File: src/rtl/ccd_timing_pkg.sv
// rtl/ccd_timing_pkg.sv - shared state encoding, idle phase levels and index width for the CCD clock generator
package ccd_timing_pkg;

  localparam int IDX_W = 12;

  typedef enum logic [1:0] {
    ST_IDLE   = 2'd0,
    ST_PTRANS = 2'd1,
    ST_SETTLE = 2'd2,
    ST_SHIFT  = 2'd3
  } ccd_state_t;

  // Quiescent clock levels: parallel clock low, serial register parked with phase 1 high.
  localparam logic IDLE_PHI_P  = 1'b0;
  localparam logic IDLE_PHI_L1 = 1'b1;
  localparam logic IDLE_PHI_L2 = 1'b0;

  typedef struct packed {
    logic phi_p;
    logic phi_l1;
    logic phi_l2;
  } ccd_phases_t;

  localparam ccd_phases_t PHASES_IDLE = '{phi_p: IDLE_PHI_P, phi_l1: IDLE_PHI_L1, phi_l2: IDLE_PHI_L2};

  // Serial phase pair for one half of a pixel shift: half 0 drives l2, half 1 drives l1.
  function automatic ccd_phases_t shift_phases(input logic half);
    ccd_phases_t p;
    p.phi_p  = IDLE_PHI_P;
    p.phi_l1 = half;
    p.phi_l2 = ~half;
    return p;
  endfunction

endpackage

File: src/rtl/ccd_tick_div.sv
// rtl/ccd_tick_div.sv - restartable prescaler producing one tick every DIV clocks
module ccd_tick_div #(
  parameter int DIV = 1
) (
  input  logic clk,
  input  logic rst_n,
  input  logic restart,
  output logic tick
);

  localparam int CW = (DIV > 1) ? $clog2(DIV) : 1;
  localparam logic [CW-1:0] LAST = CW'(DIV - 1);

  logic [CW-1:0] cnt;

  // The tick lands on the last clock of each DIV-clock window.
  assign tick = (cnt == LAST);

  // Count 0..DIV-1; a restart makes the next window a full DIV clocks long.
  always_ff @(posedge clk or negedge rst_n) begin
    if (!rst_n) begin
      cnt <= '0;
    end else if (restart || tick) begin
      cnt <= '0;
    end else begin
      cnt <= cnt + CW'(1);
    end
  end

endmodule

File: src/rtl/ccd_clock_generator.sv
// rtl/ccd_clock_generator.sv - CCD parallel/serial clock sequencer for row and frame readout
module ccd_clock_generator
  import ccd_timing_pkg::*;
#(
  parameter int N_PIXELS = 16,
  parameter int N_ROWS   = 8,
  parameter int DIV      = 1,
  parameter int P_WIDTH  = 3,
  parameter int GAP      = 1
) (
  input  logic             i_clk,
  input  logic             i_rst_n,
  input  logic             i_enable,
  input  logic             i_start,
  input  logic             i_continuous,
  output logic             o_phi_p,
  output logic             o_phi_l1,
  output logic             o_phi_l2,
  output logic             o_busy,
  output logic             o_row_done,
  output logic             o_frame_done,
  output logic [IDX_W-1:0] o_row_idx,
  output logic [IDX_W-1:0] o_pix_idx
);

  localparam logic [7:0]       P_LAST   = 8'(P_WIDTH - 1);
  localparam logic [7:0]       G_LAST   = 8'((GAP > 0) ? GAP - 1 : 0);
  localparam logic [IDX_W-1:0] PIX_LAST = IDX_W'(N_PIXELS);
  localparam logic [IDX_W-1:0] ROW_LAST = IDX_W'(N_ROWS - 1);

  ccd_state_t       state;
  ccd_state_t       state_next;
  logic             tick;
  logic             restart;
  logic [7:0]       tcnt;
  logic             half;
  logic [IDX_W-1:0] row_idx;
  logic [IDX_W-1:0] pix_idx;
  logic             ptrans_end;
  logic             settle_end;
  logic             row_end;
  logic             last_row;
  ccd_phases_t      phases;

  // Every state entry (and all of IDLE) restarts the prescaler so each state begins on a full tick.
  assign restart = (state == ST_IDLE) || (state_next != state);

  ccd_tick_div #(
    .DIV (DIV)
  ) u_tick_div (
    .clk     (i_clk),
    .rst_n   (i_rst_n),
    .restart (restart),
    .tick    (tick)
  );

  // Row ends on the final tick of the second half of the last pixel.
  assign ptrans_end = (state == ST_PTRANS) && tick && (tcnt == P_LAST);
  assign settle_end = (state == ST_SETTLE) && tick && (tcnt == G_LAST);
  assign row_end    = (state == ST_SHIFT) && tick && half && (pix_idx == PIX_LAST);
  assign last_row   = (row_idx == ROW_LAST);

  // State register.
  always_ff @(posedge i_clk or negedge i_rst_n) begin
    if (!i_rst_n) begin
      state <= ST_IDLE;
    end else begin
      state <= state_next;
    end
  end

  // Next-state logic; losing enable overrides every other transition.
  always_comb begin
    state_next = state;
    if (!i_enable) begin
      state_next = ST_IDLE;
    end else begin
      case (state)
        ST_IDLE: begin
          if (i_start) state_next = ST_PTRANS;
        end
        ST_PTRANS: begin
          if (ptrans_end) state_next = (GAP == 0) ? ST_SHIFT : ST_SETTLE;
        end
        ST_SETTLE: begin
          if (settle_end) state_next = ST_SHIFT;
        end
        ST_SHIFT: begin
          if (row_end) state_next = (!last_row || i_continuous) ? ST_PTRANS : ST_IDLE;
        end
        default: state_next = ST_IDLE;
      endcase
    end
  end

  // Ticks spent in the current PTRANS/SETTLE state; cleared on each state entry.
  always_ff @(posedge i_clk or negedge i_rst_n) begin
    if (!i_rst_n) begin
      tcnt <= '0;
    end else if (restart) begin
      tcnt <= '0;
    end else if (tick && (state == ST_PTRANS || state == ST_SETTLE)) begin
      tcnt <= tcnt + 8'd1;
    end
  end

  // Serial half-phase: starts at half 0 on SHIFT entry, flips every tick while shifting.
  always_ff @(posedge i_clk or negedge i_rst_n) begin
    if (!i_rst_n) begin
      half <= 1'b0;
    end else if (state != ST_SHIFT || state_next != ST_SHIFT) begin
      half <= 1'b0;
    end else if (tick) begin
      half <= ~half;
    end
  end

  // Completed-pixel count: bumps as phi_l2 falls, cleared on PTRANS entry or abort.
  always_ff @(posedge i_clk or negedge i_rst_n) begin
    if (!i_rst_n) begin
      pix_idx <= '0;
    end else if (state_next == ST_IDLE || (state_next == ST_PTRANS && state != ST_PTRANS)) begin
      pix_idx <= '0;
    end else if (state == ST_SHIFT && tick && !half) begin
      pix_idx <= pix_idx + IDX_W'(1);
    end
  end

  // Row index: advances per row, wraps at frame end, cleared whenever heading to IDLE.
  always_ff @(posedge i_clk or negedge i_rst_n) begin
    if (!i_rst_n) begin
      row_idx <= '0;
    end else if (state_next == ST_IDLE) begin
      row_idx <= '0;
    end else if (row_end) begin
      row_idx <= last_row ? '0 : row_idx + IDX_W'(1);
    end
  end

  // Output decode from the current state; done pulses are suppressed while enable is low.
  always_comb begin
    phases = PHASES_IDLE;
    case (state)
      ST_PTRANS: phases.phi_p = 1'b1;
      ST_SHIFT:  phases = shift_phases(half);
      default:   phases = PHASES_IDLE;
    endcase
    o_phi_p      = phases.phi_p;
    o_phi_l1     = phases.phi_l1;
    o_phi_l2     = phases.phi_l2;
    o_busy       = (state != ST_IDLE);
    o_row_done   = row_end && i_enable;
    o_frame_done = row_end && i_enable && last_row;
    o_row_idx    = row_idx;
    o_pix_idx    = pix_idx;
  end

endmodule

File: config.mk
export PLATFORM = sky130hd
export DESIGN_NAME = ccd_clock_generator
export DESIGN_NICKNAME = d
export VERILOG_FILES = /design/src/rtl/ccd_timing_pkg.sv /design/src/rtl/ccd_tick_div.sv /design/src/rtl/ccd_clock_generator.sv
export SDC_FILE = /design/constraint.sdc
export NUM_CORES = 1
export LEC_CHECK = 0
export ABC_AREA = 1
export BUFFER_PORTS_ARGS = -buffer_cell sky130_fd_sc_hd__buf_2
export CORE_AREA = 2 2 80 82
export CTS_BUF_LIST = sky130_fd_sc_hd__clkbuf_4
export DETAILED_ROUTE_END_ITERATION = 10
export DIE_AREA = 0 0 82 84
export GPL_TIMING_DRIVEN = 0
export SYNTH_ARGS = -nofsm -noshare
export SYNTH_HDL_FRONTEND = slang
export SYNTH_SLANG_ARGS = --single-unit
export TNS_END_PERCENT = 5
File: constraint.sdc
create_clock -name i_clk -period 4.1 [get_ports i_clk]
set_clock_uncertainty 0.1 [all_clocks]
set_input_delay 0.205 -clock i_clk [delete_from_list [all_inputs] [get_ports i_clk]]
set_output_delay 0.205 -clock i_clk [all_outputs]
set_load 0.03 [all_outputs]
=== Word level (Yosys, flattened, before mapping) ===
Cells that the tools add are included.
Widths: inputs -> output; s select.

* Add/sub/neg operators: 4
* Multiply operators: 0
* Divide/modulo/power cells: 0
* Magnitude comparators: 0
* Equality and inequality tests: 12
* Shift-type cells: 0
* Mux-type cells: 19
* Bitwise logic cells: 2
* Reductions and logical operators: 27

{| class="wikitable"
|+ Operators with widths
! operator !! count
|-
| $mux 12 || 5
|-
| $add 12x1->12 const B || 2
|-
| $mux 8 || 2
|-
| $eq 12x3->1 const B || 1
|-
| $eq 12x5->1 const B || 1
|-
| $logic_and 1x1->1 || 12
|-
| $mux 2 || 6
|-
| $add 8x1->8 const B || 1
|-
| $eq 8x2->1 const B || 1
|-
| $logic_not 8->1 || 1
|-
| $pmux 2 s4 || 1
|-
| $reduce_bool 2->1 || 4
|-
| $logic_or 1x1->1 || 6
|-
| $ne 2x2->1 const B || 3
|-
| $mux 1 || 5
|-
| $eq 2x1->1 const B || 2
|-
| $eq 2x2->1 const B || 2
|-
| $logic_not 2->1 || 2
|-
| $logic_not 1->1 || 2
|-
| $ne 2x1->1 const B || 1
|-
| $ne 2x2->1 || 1
|-
| $not 1->1 || 2
|-
| $add 1x1->1 const B || 1
|}

* Register bits: 36
* Bits in latches: 0
* Bits in writable memories: 0
* ROM bits: 0
* Input bits: 5
* Output and inout bits: 30
* Logic and storage cells: 70
* Memories kept: 0

=== Depth between registers and ports, before layout ===
Gate-level depths: netlist (run 1).

* Depth in word-level cells: 11
* Depth in mapped cells: 15
* Gate-level depth less buffers: 14

=== Hierarchy ===
From an unflattened synthesis (run 1), not the netlist that was laid out.

* Cell total of the unflattened synthesis: 306
* Area, all modules: 2333.5 um2

{| class="wikitable"
|+ By module, submodules not included
! module !! times used !! cells an instance !! area each (um2) !! sequential area each (um2)
|-
| ccd_clock_generator || 1 || 303 || 2301.0 || 875.8
|-
| ccd_tick_div || 1 || 3 || 32.5 || 25.0
|}

=== Least setup slack after synthesis (run 1) ===
OpenSTA, ideal clock, no wires.

* Path type: register to output
* Start point: register pix_idx[0], in the netlist o_pix_idx[0]
* End point: output o_frame_done
* Arrival: 2.251 ns
* Data required time: 3.795 ns
* Path slack: 1.544 ns
* Stages on the path, launching flop included: 10
* Path buffers: 1
* Cell sequence: dfrtp_1 -> inv_1 -> ha_1 -> nand2_1 -> nor2_1 -> nand2_1 -> nor2_1 -> buf_2 -> inv_1 -> nor4_1

* Word-level cells in the longest chain between the ends: 4

{| class="wikitable"
|+ Ends and longest elaborated chain
! item !! line !! RTL
|-
| start, declared || ccd_clock_generator.sv:38 || <nowiki>logic [IDX_W-1:0] pix_idx;</nowiki>
|-
| start signal, assigned || ccd_clock_generator.sv:125 || <nowiki>pix_idx <= pix_idx + IDX_W'(1);</nowiki>
|-
| $eq 12x5->1 || ccd_clock_generator.sv:60 || <nowiki>assign row_end = (state == ST_SHIFT) && tick && half && (pix_idx == PIX_LAST);</nowiki>
|-
| $logic_and 1x1->1 || ccd_clock_generator.sv:60 ||
|-
| $logic_and 1x1->1 (2 in a row) || ccd_clock_generator.sv:153 || <nowiki>o_frame_done = row_end && i_enable && last_row;</nowiki>
|-
| end, declared || ccd_clock_generator.sv:21 || <nowiki>output logic o_frame_done,</nowiki>
|}

No other way between the ends.

=== Worst setup path in the final report (run 1) ===
* Start point: register state[1]
* End point: output o_frame_done

* Word-level cells in the longest chain between the ends: 6

{| class="wikitable"
|+ Ends and longest elaborated chain
! item !! line !! RTL
|-
| start, declared || ccd_clock_generator.sv:31 || <nowiki>ccd_state_t state;</nowiki>
|-
| start signal, assigned || ccd_clock_generator.sv:68 || <nowiki>state <= state_next;</nowiki>
|-
| $eq 2x2->1 || ccd_clock_generator.sv:60 ||
|-
| $logic_and 1x1->1 (3 in a row) || ccd_clock_generator.sv:60 ||
|-
| $logic_and 1x1->1 (2 in a row) || ccd_clock_generator.sv:153 ||
|}

No other way between the ends.

==> results of run 1 <==
-- metal layers --
layer  up-vias  share of wire (%)  global-route usage, %
met2        31                 46                   25.2
li1       1047                  -                      -
met5         -                  0                      0
met1       929                 50                   22.0
met4         0                1.2                   4.85
met3         6                3.4                   4.33
-- kinds of logic after synthesis --
logic type / count (synthesis)
fa+ha+maj: 12
buf+inv: 49
xor+xnor: 21
simple gates: 162
flops: 36
other cells: 1
compound gates: 25
-- through the flow --
stage / util, % / setup WS [ps]
6_report: 44.2 / 1570
3_5_place_dp: 43.1 / 1840
3_3_place_gp: 43.1 / 1830
5_1_grt: 44.2 / 1310
2_1_floorplan: - / 1540
4_1_cts: 44.2 / 1500
-- worst max-delay path by stage --
stage | start | endpoint
after floorplan | o_pix_idx[0] | o_frame_done
after global placement | state[1] | o_pix_idx[2]
after detailed placement | state[1] | o_pix_idx[7]
after CTS | state[1] | o_frame_done
after global routing | state[1] | o_frame_done
final | state[1] | o_frame_done
-- state kept, by name (all words and copies together) (netlist names) --
| register | cells |
|---|---|
| half | 1 |
| u_tick_div.cnt | 1 |
| o_pix_idx | 12 |
| o_row_idx | 12 |
| state | 2 |
| tcnt | 8 |
-- worst max-delay path, stage by stage (launching register included) --
cell and delay [ps]:
dfrtp_1 500, ha_1 260, nand2_1 70, inv_1 60
nand4_1 80, nor2_1 130, buf_2 240, inv_1 100
nor4_1 180, buf_2 240
-- synthesized netlist by cell type (2+ instances only) --
library cell	count	share of area, %
nand2_4	2	0.95
o22ai_1	2	0.53
and2_1	2	0.53
nand2_2	3	0.80
a22oi_1	2	0.64
a211oi_1	2	0.64
nor2_1	51	8.1
nand2_1	53	8.4
nor4_1	3	0.80
dfrtp_1	36	38
nor2_2	11	2.9
o21ai_0	7	1.5
xor2_1	21	7.8
a21oi_1	4	0.85
nor3_1	10	2.1
nand3b_1	2	0.64
o21a_1	3	0.95
ha_1	12	6.4
nand4_1	6	1.6
inv_1	46	7.3
nand3_1	13	2.8
-- power by group through the flow --
stage	registers, mW	clock network [mW]	logic, mW
floorplan	0.389	0	0.284
global placement	0.392	0	0.368
detailed placement	0.393	0	0.373
CTS	0.385	0.210	0.375
global route	0.388	0.228	0.409
finish	0.385	0.200	0.368
-- area by class of cell --
class,instances,area [µm²]
Fill cell,671,3400
Multi-Input combinational cell,221,1270
Sequential cell,36,901
Timing Repair Buffer,35,180
Inverter,47,176
Tap cell,77,96.3
Clock buffer,5,37.5
Clock inverter,3,18.8
Buffer,2,16.3
==> results.sh, run 1 <==
export IMPL_r2r_start="state[1]"
export IMPL_grt_max_degree=37
export IMPL_syn_avg_cell_area_um2=7.71
export IMPL_antenna_found_initial=0
export IMPL_gr_total_overflow=0
export IMPL_nNetsFinal=365
export IMPL_switchingPower_mw=0.414
export IMPL_grt_usage_pct=16.3
export IMPL_stdcell_count=426
export IMPL_synth_simple_area_share_pct=32.2
export IMPL_rsz0062_at_grt="false"
export IMPL_rrSetupSlack_ps=1830
export IMPL_internal_power_mw=0.540
export IMPL_timing_setup_tns_ps=0
export IMPL_syn_area_um2=2360
export IMPL_ctsHoldBuffers=1
export IMPL_dp_cells=417
export IMPL_seq_power_share_pct=40.4
export IMPL_synth_top_family_by_area="simple AND/OR/NAND/NOR gates"
export IMPL_arrival_ps=2220
export IMPL_synth_edf_count=0
export IMPL_start_util_pct=38.7
export IMPL_final_antenna_net_count=0
export IMPL_yosysWarnings=0
export IMPL_drive_gt1_share_pct=19.2
export IMPL_peakVddDrop_mv=0.189
export IMPL_hold_violations=0
export IMPL_drt_wirelength_per_cell_um=11.9
export IMPL_port_buffers=34
export IMPL_max_cap_violations=0
export IMPL_stdcell_area_um2=2690
export IMPL_std_cell_rows=29
export IMPL_cp_max_fo=10
export IMPL_worstReg2RegEnd="o_pix_idx[8]"
export IMPL_syn_inst=306
export IMPL_worstRegToRegCells=14
export IMPL_synth_seq_area_share_pct=38.2
export IMPL_cp_required_ps=3800
export IMPL_wl_um=5070
export IMPL_place_congestion=0.846
export IMPL_viasPerCell=4.73
export IMPL_first_pass_iters=4
export IMPL_synth_distinct_cells=36
export IMPL_grt_pass1_wl_um=8890
export IMPL_max_slew_worst_pin_slew_ps=824
export IMPL_dp_hpwl_um=3760
export IMPL_cts_buffer_depth=2
export IMPL_drt_iter0_markers=97
export IMPL_die_h_um=84
export IMPL_hold_path_cell_count=6
export IMPL_die_area_um2=6890
export IMPL_min_from="i_start"
export IMPL_hold_path_class="in -> reg"
export IMPL_status="complete, no violations"
export IMPL_die_w_um=82
export IMPL_path_clk_slew_ps=120
export IMPL_grt_pass1_vias=1942
export IMPL_power_density_nw_per_um2=354
export IMPL_fmax_mhz=396
export IMPL_cts_tree="done"
export IMPL_path_class="reg -> out"
export IMPL_postCtsSetupBuffers=0
export IMPL_synth_mux_area_share_pct=0
export IMPL_critPathLaunchType="register"
export IMPL_ys_ff_latch=36
export IMPL_hold_slack_ps=268
export IMPL_p_leak_nw=1.32
export IMPL_slew_headroom_pct=45.1
export IMPL_cts_resized=0
export IMPL_antenna_cells=0
export IMPL_final_setup_viol_count=0
export IMPL_placed_cell_area_um2=2630
export IMPL_syn_to_final_growth_pct=14.1
export IMPL_min_to="half"
export IMPL_h_tree_depth=2
export IMPL_drc=0
export IMPL_ys_async_sr_fraction_pct=100
export IMPL_syn_num_nets=323
export IMPL_p_comb_share_pct=38.6
export IMPL_cts_buffers=5
export IMPL_total_power_mw=0.954
export IMPL_final_cell_mix="nand2_1 (53), nor2_1 (51), inv_1 (46)"
export IMPL_fin_crit_ps=2530
export IMPL_worstSkewPairLatency_ps=350
export IMPL_cts_sink_count=36
export IMPL_slew_violations=0
export IMPL_root_buffer="clkbuf_4"
export IMPL_synth_adder_area_share_pct=6.36
export IMPL_crit_path_end_kind="output port"
export IMPL_switching_share_pct=43.4
export IMPL_fin_crit_sh_pct=61.6
export IMPL_layout_commonest_cell="nand2_1"
export IMPL_ys_flop_type="dfrtp_1"
export IMPL_synth_xor_area_share_pct=7.79
export IMPL_fp_coreArea_um2=6100
export IMPL_via_count=2013
export IMPL_synth_compound_area_share_pct=7.10
export IMPL_p_clk_share_pct=21.0
export IMPL_num_io_pins=35
Note: power is estimated with default switching activity, not from simulation.
==> run 2, diff against run 1 <==
==> constraint.sdc (replaced) <==
create_clock -name i_clk -period 2.6 [get_ports i_clk]
set_clock_uncertainty 0.1 [all_clocks]
set_input_delay 0.13 -clock i_clk [delete_from_list [all_inputs] [get_ports i_clk]]
set_output_delay 0.13 -clock i_clk [all_outputs]
set_load 0.03 [all_outputs]
==> run 2 against run 1 <==
Net effect: clock power up 59%; setup slack got worse by 1300 ps; flip-flop and latch count is the same; register-to-register slack worse by 1500 ps; wire length about the same; via count down 0.50%; die area is the same; power up 58%; critical path depth increased by 1.
==> results.sh, run 2 (synthesis gave the netlist of run 1 again) <==
export IMPL_cts_buffer_depth=2
export IMPL_hold_path_class="in -> reg"
export IMPL_drc=0
export IMPL_syn_to_final_growth_pct=14.6
export IMPL_busiest_layer="met2"
export IMPL_rsz0062_at_grt="false"
export IMPL_fin_crit_ps=2310
export IMPL_slowest_delay_ps=430
export IMPL_grt_usage_pct=16.3
export IMPL_final_core_util_pct=44.4
export IMPL_h_tree_depth=2
export IMPL_worstRegToRegCells=14
export IMPL_cts_buffers=5
export IMPL_r2r_start="state[1]"
export IMPL_viasPerCell=4.70
export IMPL_slew_violations=0
export IMPL_total_power_mw=1.51
export IMPL_num_io_pins=35
export IMPL_hold_violations=0
export IMPL_regArea_um2=902
export IMPL_postCtsSetupBuffers=0
export IMPL_grt_pass1_vias=1942
export IMPL_gr_usage_met3_pct=4.33
export IMPL_layout_commonest_cell="nand2_1"
export IMPL_grt_pass1_wl_um=8890
export IMPL_die_w_um=82
export IMPL_peakVddDrop_mv=0.298
export IMPL_die_h_um=84
export IMPL_dp_hpwl_um=3760
export IMPL_nFillCells=669
export IMPL_arrival_ps=2080
export IMPL_gr_total_overflow=0
export IMPL_root_buffer="clkbuf_4"
export IMPL_rrSetupSlack_ps=360
export IMPL_timing_setup_tns_ps=0
export IMPL_crit_path_cell_trace="inv_1 -> ha_1 -> nand2_1 -> nor2_1 -> nand2_1 -> nor2_1 -> clkbuf_4 -> inv_1 -> nor4_2 -> buf_4"
export IMPL_first_pass_iters=4
export IMPL_drt_wirelength_per_cell_um=11.9
export IMPL_cts_sink_count=36
export IMPL_via_count=2003
export IMPL_drt_iter0_markers=76
export IMPL_min_to="half"
export IMPL_p_leak_nw=1.32
export IMPL_dp_cells=417
export IMPL_multiInputGateArea_um2=1270
export IMPL_final_antenna_net_count=0
export IMPL_cts_tree="done"
export IMPL_status="complete, no violations"
export IMPL_use_met2_pct=25.2
export IMPL_antenna_found_initial=0
export IMPL_setup_ws_ps=286
export IMPL_fmax_mhz=432
export IMPL_crit_slowest_cell="dfrtp_1"
export IMPL_placed_cell_area_um2=2630
export IMPL_max_slew_worst_pin_slew_ps=818
export IMPL_wl_um=5080
export IMPL_cp_max_fo=10
export IMPL_final_cell_mix="nand2_1 (53), nor2_1 (51), inv_1 (46)"
export IMPL_slew_headroom_pct=45.5
export IMPL_hold_path_cell_count=6
export IMPL_drive_gt1_share_pct=19.8
export IMPL_critPathLaunchType="register"
export IMPL_port_buffers=34
export IMPL_max_cap_violations=0
export IMPL_stdcell_area_um2=2710
export IMPL_stdcell_count=426
export IMPL_pre_cts_ws_ps=337
export IMPL_path_clk_slew_ps=120
export IMPL_crit_path_end_kind="output port"
export IMPL_std_cell_rows=29
export IMPL_final_setup_viol_count=0
export IMPL_hold_slack_ps=193
export IMPL_path_class="reg -> out"
export IMPL_nNetsFinal=365
export IMPL_start_util_pct=38.7
export IMPL_worstReg2RegEnd="o_pix_idx[8]"
export IMPL_grt_max_degree=37
export IMPL_min_from="i_start"
export IMPL_fin_crit_sh_pct=89.0
export IMPL_antenna_cells=0
export IMPL_fp_coreArea_um2=6100
export IMPL_use_met1_pct=22.0
export IMPL_die_area_um2=6890
export IMPL_place_congestion=0.846
export IMPL_worstSkewPairLatency_ps=350
export IMPL_cp_required_ps=2370
export IMPL_power_density_nw_per_um2=557
## run 2: changes by cell type in the layout (fill, tap and decap cells not counted), sizes merged
cell / before / now
clkbuf: 5 / 6
buf: 36 / 35
## run 2: per-layer routing
layer  vias up  part of all wire (%)
met5         -                     0
met4         0                   1.1
met3         6                   3.2
met2        29                    46
met1       924                    50
li1       1044                     -
## run 2: power by group
group / leakage, nW / total [mW] / internal [mW] / switching [mW]
combinational: 0.785 / 0.582 / 0.169 / 0.413
clock: 0.0349 / 0.317 / 0.104 / 0.213
sequential: 0.497 / 0.609 / 0.581 / 0.0279
total: 1.32 / 1.51 / 0.853 / 0.654
## run 2: area by class of cell
type	count	area share [%]
Buffer	2	0.694
Clock buffer	5	1.39
Clock inverter	3	0.694
Inverter	47	6.52
Multi-Input combinational cell	221	47.0
Sequential cell	36	33.3
Tap cell	77	3.56
Timing Repair Buffer	35	6.75
## run 2: worst max-delay path: cells and delay by family, from the launching register on
kind | cells | cell delay, ps
buffers and inverters | 4 | 620
adder cells (fa/ha/maj) | 1 | 180
flip-flops | 1 | 430
AND/OR/NAND/NOR | 5 | 500
## run 2: worst max-delay path by stage
stage               slack, ps            to  depth (start not counted)         start
global route               50  o_frame_done                         10  o_pix_idx[0]
global placement          330  o_pix_idx[2]                         14      state[1]
floorplan                 120  o_frame_done                          9  o_pix_idx[0]
detailed placement        340  o_pix_idx[7]                         14      state[1]
CTS                        70  o_frame_done                          9      state[1]
finish                    290  o_frame_done                         10  o_pix_idx[0]
## run 2: what timing repair did
| item | 4_1_cts | 5_1_grt |
|---|---|---|
| setup endpoints to repair | 0 | 1 |
| hold endpoints to repair | 36 | 0 |
| hold buffers | 1 | 0 |
| resized for setup | 0 | 4 |
==> run 3, diff against run 2 <==
--- a/config.mk
+++ b/config.mk
@@ -14,5 +14,6 @@
 export GPL_TIMING_DRIVEN = 0
 export SYNTH_ARGS = -nofsm -noshare
 export SYNTH_HDL_FRONTEND = slang
+export SYNTH_HIERARCHICAL = 1
 export SYNTH_SLANG_ARGS = --single-unit
 export TNS_END_PERCENT = 5
==> run 3 against run 2 <==
Net effect: via count fell by 1.4%; sequential share of layout area rose by 0.49 points; setup slack got worse by 21 ps; highest routed layer unchanged; combinational power rose by 15%.
==> results.sh, run 3 <==
export IMPL_status="complete, no violations"
export IMPL_grt_pass1_vias=1846
export IMPL_slowest_delay_ps=470
export IMPL_std_cell_rows=29
export IMPL_drt_iter0_markers=64
export IMPL_slew_headroom_pct=46.0
export IMPL_grt_max_degree=37
export IMPL_first_pass_iters=6
export IMPL_worstReg2RegEnd="o_pix_idx[3]"
export IMPL_hold_violations=0
export IMPL_syn_inst=306
export IMPL_drt_wirelength_per_cell_um=11.7
export IMPL_cts_buffers=5
export IMPL_synth_edf_count=0
export IMPL_fin_crit_ps=2330
export IMPL_die_w_um=82
export IMPL_viasPerCell=4.65
export IMPL_port_buffers=34
export IMPL_via_count=1975
export IMPL_final_setup_viol_count=0
export IMPL_yosys_area_top_type="dfrtp_1"
export IMPL_cts_sink_count=36
export IMPL_peakVddDrop_mv=0.212
export IMPL_timing_setup_tns_ps=0
export IMPL_nNetsFinal=365
export IMPL_setup_ws_ps=265
export IMPL_cp_max_fo=10
export IMPL_syn_num_nets=323
export IMPL_ys_top_cells_by_count="nand2_1 (59), nor2_1 (49), inv_1 (48)"
export IMPL_cpLargestDelayFamily="simple AND/OR/NAND/NOR gates"
export IMPL_rrSetupSlack_ps=270
export IMPL_antenna_cells=0
export IMPL_h_tree_depth=2
export IMPL_slew_violations=0
export IMPL_synth_distinct_cells=31
export IMPL_path_class="reg -> reg"
export IMPL_wl_um=4960
export IMPL_ys_ff_latch=36
export IMPL_p_leak_nw=1.36
export IMPL_worstSkewPairLatency_ps=350
export IMPL_synth_seq_area_share_pct=38.6
export IMPL_rsz0062_at_grt="false"
export IMPL_worstRegToRegCells=14
export IMPL_power_density_nw_per_um2=597
export IMPL_place_congestion=0.773
export IMPL_fin_crit_sh_pct=89.8
export IMPL_final_antenna_net_count=0
export IMPL_crit_path_end_kind="register"
export IMPL_nFillCells=642
export IMPL_fmax_mhz=428
export IMPL_path_clk_slew_ps=120
export IMPL_drc=0
export IMPL_synthTopCellsByArea="dfrtp_1 (39%), nand2_1 (9.5%), nor2_1 (7.9%)"
export IMPL_num_io_pins=35
export IMPL_start_util_pct=38.3
export IMPL_gr_total_overflow=0
export IMPL_path_buf_inv=2
export IMPL_drive_gt1_share_pct=19.8
export IMPL_hold_path_cell_count=6
export IMPL_dp_hpwl_um=3740
export IMPL_synthMostInstantiatedCell="nand2_1"
export IMPL_wl_met2_um=2370
export IMPL_layout_commonest_cell="nand2_1"
export IMPL_syn_to_final_growth_pct=14.3
export IMPL_ys_async_sr_fraction_pct=100
export IMPL_max_cap_violations=0
export IMPL_met1_length_um=2380
export IMPL_pre_cts_ws_ps=246
export IMPL_antenna_found_initial=0
export IMPL_arrival_ps=2470
export IMPL_final_cell_mix="nand2_1 (59), nor2_1 (49), inv_1 (48)"
export IMPL_root_buffer="clkbuf_4"
export IMPL_route_met3_wl_um=130
export IMPL_min_to="state[0]"
export IMPL_syn_avg_cell_area_um2=7.63
export IMPL_die_area_um2=6890
export IMPL_fp_coreArea_um2=6100
export IMPL_hold_path_class="in -> reg"
export IMPL_syn_area_um2=2330
export IMPL_grt_pass1_wl_um=8500
export IMPL_yosysWarnings=6
export IMPL_min_from="i_continuous"
export IMPL_r2r_start="state[1]"
export IMPL_crit_path_cell_trace="inv_1 -> ha_1 -> nand3_1 -> nor2_1 -> nand2_1 -> nand3_1 -> nand2_1 -> nor2_1 -> nand2_2 -> nand2_4 -> nand2_4 -> o21ai_4 -> buf_6 -> nor2_2"
export IMPL_cp_required_ps=2740
export IMPL_cts_buffer_depth=2
export IMPL_grt_usage_pct=16.0
export IMPL_crit_slowest_cell="dfrtp_2"
export IMPL_synth_top_area_share_pct=38.6
export IMPL_critPathLaunchType="register"
export IMPL_cts_tree="done"
export IMPL_ys_flop_type="dfrtp_1"
export IMPL_die_h_um=84
export IMPL_top_layer="met4"
export IMPL_max_slew_worst_pin_slew_ps=810
-- run 3: layout make-up --
type,instances,area [µm²],share of cell area (%)
buffer,1,11.3,0.422
sequential,36,902,33.8
clock buffer,6,45.0,1.69
clock inverter,1,5.00,0.188
tap,77,96.3,3.61
multi-input combinational,219,1240,46.5
inverter,50,188,7.04
timing repair buffer,35,180,6.76
-- run 3: repair_timing --
action / CTS / global route
endpoints found under the hold margin: 36 / 0
hold buffers: 1 / 0
resized for setup: 0 / 2
setup endpoints to repair: 0 / 1
setup buffers: 0 / 0
-- run 3: through the flow --
step / total power [mW] / instance area, µm² / utilization (%) / cells / hold WS [ps]
after floorplan: 1.14 / 2330 / - / 306 / -266
after global placement: 1.30 / 2600 / 42.7 / 417 / 184
after detailed placement: 1.30 / 2600 / 42.7 / 417 / 192
final: 1.59 / 2670 / 43.7 / 425 / 190
after global routing: 1.71 / 2670 / 43.7 / 425 / 216
after CTS: 1.63 / 2660 / 43.6 / 425 / 181
-- run 3: worst max path at each step --
stage | from | endpoint | slack [ps] | cells after the start
2_1_floorplan | o_pix_idx[0] | o_frame_done | 170 | 8
3_3_place_gp | state[1] | o_pix_idx[0] | 250 | 13
3_5_place_dp | state[1] | o_pix_idx[3] | 250 | 14
4_1_cts | state[1] | o_frame_done | 110 | 8
5_1_grt | o_pix_idx[0] | o_frame_done | 30 | 9
6_report | state[1] | o_pix_idx[3] | 270 | 14
-- run 3: cell families after synthesis --
kind of cell | after synthesis | synth area share, %
xor gates and xnor gates | 22 | 8.26
AOI/OAI and AO/OA | 20 | 5.74
DFF | 36 | 38.6
adders and majority gates | 12 | 6.43
other | 1 | 0.161
and+or+nand+nor | 164 | 32.3
buffers and inverters | 51 | 8.53
-- run 3: where the power goes --
part,total (mW),switching [mW],internal [mW]
clock network,0.305,0.195,0.110
logic,0.669,0.477,0.193
registers,0.616,0.0320,0.584
-- run 3: routing by layer --
layer / vias up / global-route usage [%]
met4: 0 / 5.45
met1: 907 / 20.7
li1: 1035 / -
met3: 7 / 3.79
met2: 26 / 25.7
met5: - / 0
-- run 3: worst reg2reg max path: cells and delay by family (launching register included) --
family	cells	cell delay, ps
AO/OA/AOI/OAI	1	90
adder cells (fa/ha/maj)	1	330
buffers and inverters	2	360
flip-flops	1	470
AND/OR/NAND/NOR	10	870
